**src/rtl/trap_controller.sv**
```systemverilog
// trap_controller: machine-mode trap entry/MRET sequencer driving the CSR file write port
module trap_controller #(
  parameter logic [31:0] RESET_PC = 32'h0000_0000
) (
  input  logic        clk,
  input  logic        rst,
  input  logic        exc_valid,
  input  logic [3:0]  exc_cause,
  input  logic [31:0] exc_pc,
  input  logic        mret_valid,
  input  logic        irq_ok,
  input  logic [31:0] irq_pc,
  input  logic        ext_irq,
  input  logic        sw_irq,
  input  logic        tmr_irq,
  input  logic [31:0] mstatus,
  input  logic [31:0] mie,
  input  logic [31:0] mip,
  input  logic [31:0] mtvec,
  input  logic [31:0] mepc,
  input  logic [11:0] pipe_csr_addr,
  input  logic [31:0] pipe_csr_wdata,
  input  logic        pipe_csr_write,
  input  logic [31:0] pipe_csr_set,
  input  logic        pipe_csr_set_valid,
  input  logic [31:0] pipe_csr_clear,
  input  logic        pipe_csr_clear_valid,
  output logic [11:0] csr_addr,
  output logic [31:0] csr_wdata,
  output logic        csr_write,
  output logic [31:0] csr_set,
  output logic        csr_set_valid,
  output logic [31:0] csr_clear,
  output logic        csr_clear_valid,
  output logic        busy,
  output logic        flush,
  output logic        redirect_valid,
  output logic [31:0] redirect_pc
);
  typedef enum logic [2:0] {IDLE, T_EPC, T_CAUSE, T_STATUS, T_REDIR, R_STATUS, R_REDIR} state_t;
  state_t state, state_n;
  logic [31:0] epc, cause, pend;
  logic is_irq, take_irq, accept;
  logic [3:0] irq_code;
  assign pend = (mip | {20'b0, ext_irq, 3'b0, tmr_irq, 3'b0, sw_irq, 3'b0}) & mie;
  assign take_irq = irq_ok & mstatus[3] & (pend[11] | pend[3] | pend[7]);
  assign irq_code = pend[11] ? 4'd11 : pend[3] ? 4'd3 : 4'd7;
  assign accept = state == IDLE && (exc_valid || mret_valid || take_irq);
  always_ff @(posedge clk or negedge rst) begin
    if (!rst) begin
      state  <= IDLE;
      epc    <= '0;
      cause  <= '0;
      is_irq <= 1'b0;
    end else begin
      state <= state_n;
      if (state == IDLE && exc_valid) begin
        epc    <= exc_pc;
        cause  <= {28'b0, exc_cause};
        is_irq <= 1'b0;
      end else if (state == IDLE && !mret_valid && take_irq) begin
        epc    <= irq_pc;
        cause  <= {1'b1, 27'b0, irq_code};
        is_irq <= 1'b1;
      end
    end
  end
  always_comb begin
    state_n         = IDLE;
    csr_addr        = '0;
    csr_wdata       = '0;
    csr_write       = 1'b0;
    csr_set         = '0;
    csr_set_valid   = 1'b0;
    csr_clear       = '0;
    csr_clear_valid = 1'b0;
    busy            = state != IDLE;
    flush           = 1'b0;
    redirect_valid  = 1'b0;
    redirect_pc     = RESET_PC;
    case (state)
      IDLE: begin
        // Outputs held at zero while reset is asserted, since state alone cannot express that
        if (rst && accept) begin
          flush   = 1'b1;
          state_n = (!exc_valid && mret_valid) ? R_STATUS : T_EPC;
        end else if (rst) begin
          csr_addr        = pipe_csr_addr;
          csr_wdata       = pipe_csr_wdata;
          csr_write       = pipe_csr_write;
          csr_set         = pipe_csr_set;
          csr_set_valid   = pipe_csr_set_valid;
          csr_clear       = pipe_csr_clear;
          csr_clear_valid = pipe_csr_clear_valid;
        end
      end
      T_EPC: begin
        csr_write = 1'b1;
        csr_addr  = 12'h341;
        csr_wdata = epc;
        state_n   = T_CAUSE;
      end
      T_CAUSE: begin
        csr_write = 1'b1;
        csr_addr  = 12'h342;
        csr_wdata = cause;
        state_n   = T_STATUS;
      end
      T_STATUS: begin
        csr_write = 1'b1;
        csr_addr  = 12'h300;
        csr_wdata = (mstatus & ~32'h88) | {24'b0, mstatus[3], 7'b0} | 32'h1800;
        state_n   = T_REDIR;
      end
      T_REDIR: begin
        redirect_valid = 1'b1;
        redirect_pc    = {mtvec[31:2], 2'b00} +
                         ((mtvec[1:0] == 2'd1 && is_irq) ? {26'b0, cause[3:0], 2'b00} : 32'd0);
      end
      R_STATUS: begin
        csr_write = 1'b1;
        csr_addr  = 12'h300;
        csr_wdata = (mstatus & ~32'h8) | {28'b0, mstatus[7], 3'b0} | 32'h1880;
        state_n   = R_REDIR;
      end
      R_REDIR: begin
        redirect_valid = 1'b1;
        redirect_pc    = mepc;
      end
      default: state_n = IDLE;
    endcase
  end
endmodule

```
**config.mk**
```make
export PLATFORM = sky130hd
export DESIGN_NAME = trap_controller
export DESIGN_NICKNAME = d
export VERILOG_FILES = /design/src/rtl/trap_controller.sv
export SDC_FILE = /design/constraint.sdc
export NUM_CORES = 1
export LEC_CHECK = 0
export CORE_AREA = 2 2 194 196
export CTS_BUF_LIST = sky130_fd_sc_hd__clkbuf_8
export CTS_CLUSTER_DIAMETER = 40
export CTS_CLUSTER_SIZE = 28
export DETAILED_ROUTE_END_ITERATION = 6
export DIE_AREA = 0 0 196 198
export GPL_TIMING_DRIVEN = 0
export PLACE_DENSITY = 0.52
export SETUP_SLACK_MARGIN = 0.2
export SYNTH_ARGS = -nofsm -noshare
export SYNTH_HDL_FRONTEND = slang
export SYNTH_SLANG_ARGS = --single-unit
```
**constraint.sdc**
```tcl
create_clock -name clk -period 7.6 [get_ports clk]
set_input_delay 1.14 -clock clk [delete_from_list [all_inputs] [get_ports clk]]
set_output_delay 1.14 -clock clk [all_outputs]
set_load 0.02 [all_outputs]
```
==> PnR_summary.wiki, run 1 <==
{| class="wikitable"
! Metric !! Value
|-
| Internal power || 1140 uW
|-
| FFs w/ async S/R, synth || 100%
|-
| Mean cell area of the mapped netlist || 7.07 um2
|-
| Fraction of final layout cells sized beyond drive strength 1 || 4.14%
|-
| Required arrival time at the worst endpoint || 6.46 ns
|-
| Net switching fraction of the power || 48.5%
|-
| Worst R2R Start || state[1]
|-
| FF-to-FF End || epc[1]
|-
| Full die area || 38800 um2
|-
| Maximum achievable frequency || 175 MHz
|-
| Leading cell types by count after synthesis || nand2_1 (90), and3_1 (78), nor2_1 (60)
|-
| Hold Violations, Final || 0
|-
| Clock root buffer || clkbuf_8
|-
| Part of the Yosys area used for sequential elements || 23.7%
|-
| Filler Cell Count || 4095
|-
| Netlist cell types || 52
|-
| Total of warnings raised by yosys || 0
|-
| Via density per instance || 4.16
|-
| Synth Net Count || 950
|-
| Area used by multi-input combinational logic || 2960 um2
|-
| Area growth from synthesis to layout || 120%
|-
| Count of flip-flops with a built-in enable after synthesis || 0
|-
| Transition time at the pin with the least slew margin || 0.831 ns
|-
| Outcome || complete, no violations
|-
| Count of standard-cell rows || 71
|-
| Number of instances in the synthesized netlist || 598
|-
| Worst setup slack for register-to-register paths || 5.34 ns
|-
| Sequential share of power || 18.6%
|-
| Post-DR wirelength/cell || 19.5 um
|-
| Category of the worst setup path launch point || input pin
|-
| Reported leakage power || 0.00384 uW
|-
| Cell area after technology mapping || 4230 um2
|-
| Worst-path fanout max || 10
|-
| Hold path startpoint || cause[31]
|-
| Clock transition at the register clock pins on the worst setup and hold paths after CTS || 0.10 ns
|-
| Endpoint kind of the worst setup timing path || output pin
|-
| TritonCTS sink count || 40
|-
| Unrepaired setup endpoints after global routing || no
|-
| Total grt overflow || 0
|-
| Count of pins over their slew limit || 0
|-
| Overall global routing resource usage || 14.6%
|-
| DRC errors left || 0
|-
| Worst Hold End || cause[31]
|-
| Footprint of the flip-flops and latches || 1000 um2
|-
| Worst-skew pair later-pin latency || 0.31 ns
|-
| H-tree level count || 2
|-
| Number of max-cap violations || 0
|-
| Die Height || 198 um
|-
| Net switching power || 1070 uW
|-
| Ranking of synthesized cells by area || dfrtp_1 (24%), and3_1 (12%), nand2_1 (8.0%)
|-
| Initial DRC Count || 225
|-
| Logic pwr share || 72.7%
|-
| Cts hold-fix bufs || 0
|-
| Maximum number of buffers from clock root to sink || 2
|-
| Accumulated negative setup slack || 0 ns
|-
| Area leader, netlist || dfrtp_1
|-
| Final worst path period share || 75.2%
|-
| Resized cells post-CTS || 0
|-
| Worst slew margin || 44.4%
|-
| Setup repair bufs after CTS || 0
|-
| Worst reg2reg path depth || 7
|-
| Iteration count of the initial detailed-routing pass || 4
|-
| Critical path class || input pin to output pin
|-
| ANT nets after route || 0
|-
| Share of the synthesized area in the top cell type || 23.7%
|-
| Maximum number of pins on one net before global-route repair || 24
|-
| Hold Path Cell Cnt || 1
|-
| Worst setup margin || 1.88 ns
|-
| TritonCTS clock tree || yes
|-
| Main flop type after synthesis || dfrtp_1
|-
| Worst setup slack before clock tree synthesis || 1.69 ns
|-
| Clock buffer count from CTS || 5
|-
| Fraction of power consumed by the clock network || 8.7%
|-
| Core area || 37000 um2
|-
| Number of antenna violations at the first check in global routing || 4
|-
| Global-route wire length before repair || 42.0 mm
|-
| X dimension of the die || 196 um
|-
| Number of vias in the routed layout || 6301
|-
| Post-route minimum period || 5.72 ns
|-
| Starting Density || 11.4%
|-
| Final estimated routing congestion in global placement || 0.847
|-
| Crit path DAT || 4.58 ns
|-
| Final Net Count || 1390
|-
| Wirelength, routed || 29.6 mm
|-
| Number of input and output port buffers inserted || 432
|-
| Class of the tightest hold or removal check || flip-flop to flip-flop
|-
| Setup-failing EPs final || 0
|-
| Register bit count reported by yosys || 40
|-
| Vias in the first global route || 6591
|-
| Most numerous cell in the Yosys netlist || nand2_1
|-
| Pwr dens || 238 nW/um2
|-
| Detail Placement HPWL || 25.0 mm
|-
| Largest voltage drop on the vdd net || 0.000133 V
|-
| Post-route clock skew || 0.00654 ns
|-
| Top-Level Pins || 493
|}
## sequential cells by signal (all words and copies together) (netlist names)
register,count
epc,32
cause,5
state,3
## layout make-up
cell class	instances	area share (%)
clock buffers	5	0.742
multi-input cells	495	31.9
repair buffers	433	46.8
well taps	474	6.39
inverters	8	0.324
flip-flops and latches	40	10.8
diodes	1	0.0270
clock inverters	3	0.499
plain buffers	55	2.58
## critical path, stage by stage
cell             delay (ns)
clkdlybuf4s50_1        0.44
and3b_1                0.19
and2_1                 0.22
ha_1                   0.29
a21oi_1                0.20
a2bb2oi_1              0.57
buf_2                  0.37
nor3b_2                0.09
xnor2_1                0.13
a21oi_1                0.27
clkdlybuf4s50_1        0.66
## how the worst max path moves through the flow
stage / from / endpoint / slack, ns / depth (start not counted)
2_1_floorplan: mtvec[0] / redirect_pc[30] / 3.23 / 10
3_3_place_gp: rst / csr_wdata[27] / 0.73 / 7
3_5_place_dp: ext_irq / csr_wdata[27] / 1.69 / 9
4_1_cts: ext_irq / csr_wdata[27] / 1.68 / 9
5_1_grt: mip[11] / csr_wdata[27] / 1.61 / 9
6_report: mtvec[1] / redirect_pc[29] / 1.88 / 11
## power by group through the flow
stage	clock, uW	combinational, uW	sequential, uW
global route	211	1750	421
floorplan	0	848	366
CTS	204	1630	411
global placement	0	1620	414
detailed placement	0	1630	412
finish	193	1600	411
## through the flow
step / cells / area (um2) / hold slack (ns) / power [uW] / utilization, %
3_3_place_gp: 1504 / 9140 / 0.521 / 2030 / 24.7
2_1_floorplan: 598 / 4230 / 0.474 / 1210 / -
6_report: 1514 / 9280 / 0.537 / 2210 / 25.1
4_1_cts: 1513 / 9270 / 0.540 / 2250 / 25.1
5_1_grt: 1514 / 9280 / 0.565 / 2380 / 25.1
3_5_place_dp: 1505 / 9160 / 0.516 / 2040 / 24.8
## logic make-up after synthesis
| group | count (synthesis) | synth area share (%) |
|---|---|---|
| AND/OR/NAND/NOR | 290 | 34.9 |
| flip-flops | 40 | 23.7 |
| AO/OA/AOI/OAI | 164 | 25.6 |
| XOR/XNOR | 27 | 5.60 |
| buffers and inverters | 63 | 6.37 |
| adder cells (fa/ha/maj) | 5 | 1.66 |
| multiplexers | 9 | 2.25 |
## cells in the final DEF (no fill, tap or decap), drive strengths merged, types with 16 or more instances in the layout
cell type and instances:
a21o 22, a21oi 29, a22o 19, a31oi 35, and3 78, buf 22
clkbuf 40, clkdlybuf4s50 431, dfrtp 40, nand2 90, nand3 16, nor2 60
o21ai 32
## routing by layer
layer  share of wire, %  up-vias  track usage, %
li1                   -     3043               -
met1                 42     2934            17.0
met2                 49      282            26.2
met3                7.1       36            3.71
met4                2.6        6            4.38
met5               0.12        -               0
(Power assumes the default switching activity.)
==> run 2, diff against run 1 <==
Settings changed: PLACE_DENSITY 0.52 to 0.53.
Clock period 7.6 ns to 5.1 ns, I/O delays scaled along.
==> PnR_summary.wiki, run 2 (same netlist as run 1, synthesis figures left out) <==
{| class="wikitable"
! Metric !! Value
|-
| Outcome || complete, no violations
|-
| X dimension of the die || 196 um (unchanged)
|-
| Number of max-cap violations || 0 (unchanged)
|-
| Largest voltage drop on the vdd net || 0.000237 V (+79%)
|-
| Net switching power || 1610 uW (+50%)
|-
| Critical path class || input pin to output pin
|-
| Setup repair bufs after CTS || 0 (unchanged)
|-
| Leading cell type in the layout, fill and taps excluded || clkdlybuf4s50_1
|-
| Hold Violations, Final || 0 (unchanged)
|-
| Net switching fraction of the power || 48.7% (+0.19 points)
|-
| Global-route wire length before repair || 42.9 mm (+2.1%)
|-
| Clock buffer count from CTS || 5 (unchanged)
|-
| DRC errors left || 0 (unchanged)
|-
| Transition time at the pin with the least slew margin || 0.933 ns (+0.102 ns)
|-
| Cts hold-fix bufs || 0 (unchanged)
|-
| Unrepaired setup endpoints after global routing || no
|-
| Max FFs per register || 32 (unchanged)
|-
| Filler Cell Count || 4107 (+0.29%)
|-
| Fraction of final layout cells sized beyond drive strength 1 || 4.52% (+0.38 points)
|-
| TritonCTS sink count || 40 (unchanged)
|-
| Worst slew margin || 37.8% (-6.6 points)
|-
| Number of vias in the routed layout || 6306 (+0.079%)
|-
| Area growth from synthesis to layout || 120%
|-
| Final estimated routing congestion in global placement || 0.860 (+1.5%)
|-
| Detail Placement HPWL || 25.3 mm (+1.1%)
|-
| Clock root buffer || clkbuf_8
|-
| Logic pwr share || 73.0% (+0.3 points)
|-
| Final hold slack || 0.436 ns (-0.102 ns)
|-
| Category of the worst setup path launch point || input pin
|-
| Internal power || 1700 uW (+49%)
|-
| Post-route design area || 9310 um2 (+0.35%)
|-
| Via density per instance || 4.15 (-0.18%)
|-
| Count of pins over their slew limit || 0 (unchanged)
|-
| Post-place instance area || 9160 um2 (unchanged)
|-
| Starting Density || 11.4% (unchanged)
|-
| Maximum number of buffers from clock root to sink || 2 (unchanged)
|-
| Final Net Count || 1390 (unchanged)
|-
| Required arrival time at the worst endpoint || 4.34 ns (-2.12 ns)
|-
| Core area || 37000 um2 (unchanged)
|-
| Number of antenna violations at the first check in global routing || 6 (+2)
|-
| Count of standard-cell rows || 71 (unchanged)
|-
| Clock transition at the register clock pins on the worst setup and hold paths after CTS || 0.10 ns (about the same)
|-
| Maximum number of pins on one net before global-route repair || 25 (+4.2%)
|-
| Die Height || 198 um (unchanged)
|-
| List of cells traversed by the critical path || clkdlybuf4s50_1 -> and3b_1 -> and2_1 -> ha_1 -> a21oi_1 -> a2bb2oi_2 -> buf_2 -> nor4_2 -> xnor2_1 -> a21oi_1 -> clkdlybuf4s50_1
|-
| TritonCTS clock tree || yes
|-
| Commonest cells after routing, fill and taps aside || clkdlybuf4s50_1 (431), nand2_1 (90), and3_1 (78)
|-
| Worst-skew pair later-pin latency || 0.31 ns (about the same)
|-
| Top-Level Pins || 493 (unchanged)
|-
| Post-route minimum period || 4.77 ns
|-
| Sequential share of power || 18.2% (-0.4 points)
|-
| Number of buffers and inverters on the critical path || 3 (unchanged)
|-
| Footprint of the flip-flops and latches || 1000 um2 (unchanged)
|-
| Cell class contributing the biggest share of worst-path delay || buffers and inverters
|-
| Reported leakage power || 0.00385 uW (+0.26%)
|-
| Iteration count of the initial detailed-routing pass || 5 (+1)
|-
| Number of input and output port buffers inserted || 432 (unchanged)
|-
| Post-route clock skew || 0.00544 ns (-0.00110 ns)
|-
| Vias in the first global route || 6419 (-2.6%)
|-
| Class of the tightest hold or removal check || input pin to asynchronous set/reset pin
|-
| Pwr dens || 355 nW/um2 (+49%)
|-
| Final worst path period share || 93.6%
|-
| ANT nets after route || 0 (unchanged)
|-
| CP max stage delay || 0.67 ns (about the same)
|-
| Total grt overflow || 0 (unchanged)
|-
| Post-DR wirelength/cell || 19.9 um (+1.7%)
|-
| Top flop regs || epc: 32 flops, cause: 5 flops, state: 3 flops
|-
| Crit path DAT || 4.01 ns (-0.57 ns)
|-
| Initial DRC Count || 229 (+1.8%)
|-
| Full die area || 38800 um2 (unchanged)
|-
| Setup-failing EPs final || 0 (unchanged)
|-
| Final Total Pwr || 3300 uW (+50%)
|-
| Wirelength, routed || 30.1 mm (+2.0%)
|-
| Worst-path fanout max || 10 (unchanged)
|-
| Fraction of power consumed by the clock network || 8.8% (about the same)
|-
| Area used by multi-input combinational logic || 2980 um2 (+0.72%)
|-
| Slowest cell on the critical path || clkdlybuf4s50_1
|-
| Endpoint kind of the worst setup timing path || output pin
|-
| Register with the most flip-flops || epc
|-
| H-tree level count || 2 (unchanged)
|-
| Maximum achievable frequency || 209 MHz
|-
| Overall global routing resource usage || 14.9% (+0.36 points)
|}
## run 2: area by class of cell
class | count | share of cell area, %
diodes | 5 | 0.134
plain buffers | 55 | 2.58
repair buffers | 433 | 46.6
clock inverters | 3 | 0.497
flip-flops and latches | 40 | 10.8
multi-input cells | 495 | 32.0
well taps | 474 | 6.37
inverters | 8 | 0.323
clock buffers | 5 | 0.739
## run 2: per-layer routing
layer  wire (um)  GRT usage, %  vias to the layer above
met5          22             0                        -
met4         578          3.87                        4
met3        2430          4.38                       28
met2       14700          26.7                      316
met1       12400          17.4                     2910
li1            -             -                     3048
## run 2: power groups by stage
stage	Sequential, uW	Combinational, uW	Clock, uW
detailed placement	609	2440	0
global placement	613	2420	0
floorplan	545	1260	0
CTS	608	2440	307
global route	628	2610	318
finish	602	2410	292
## run 2: what timing repair did
| item | 4_1_cts | 5_1_grt |
|---|---|---|
| resized for setup | 3 | 2 |
| endpoints found under the hold margin | 0 | 0 |
| endpoints found under the setup margin | 16 | 7 |
## run 2: worst register-to-register path: stages, from the launching register on
cell      delay (ns)
dfrtp_1         0.41
buf_2           0.20
nor3_2          0.32
buf_2           0.30
nand2_1         0.39
clkbuf_1        0.45
nor2_1          0.23
a21oi_1         0.06
## run 2: metrics by stage
stage               util [%]  setup WS (ns)  TNS [ns]  std cells
floorplan                  -           1.48         0        598
global placement        24.7         -0.990    -73.99       1504
detailed placement      24.8         0.0752         0       1505
CTS                     25.1          0.174         0       1513
global route            25.2          0.210         0       1513
finish                  25.2          0.326         0       1518
## run 2: final timing paths
kind / endpoint / cells past startpoint / start / slack, ns
max in group asynchronous: epc[26] / 2 / rst / 4.13
worst min register to register: epc[1] / 2 / epc[1] / 0.55
worst max-delay path: redirect_pc[23] / 11 / mtvec[1] / 0.33
worst max register to register: cause[3] / 7 / state[1] / 2.63
worst min-delay path: epc[21] / 1 / rst / 0.44
min in group clk: epc[1] / 2 / epc[1] / 0.55
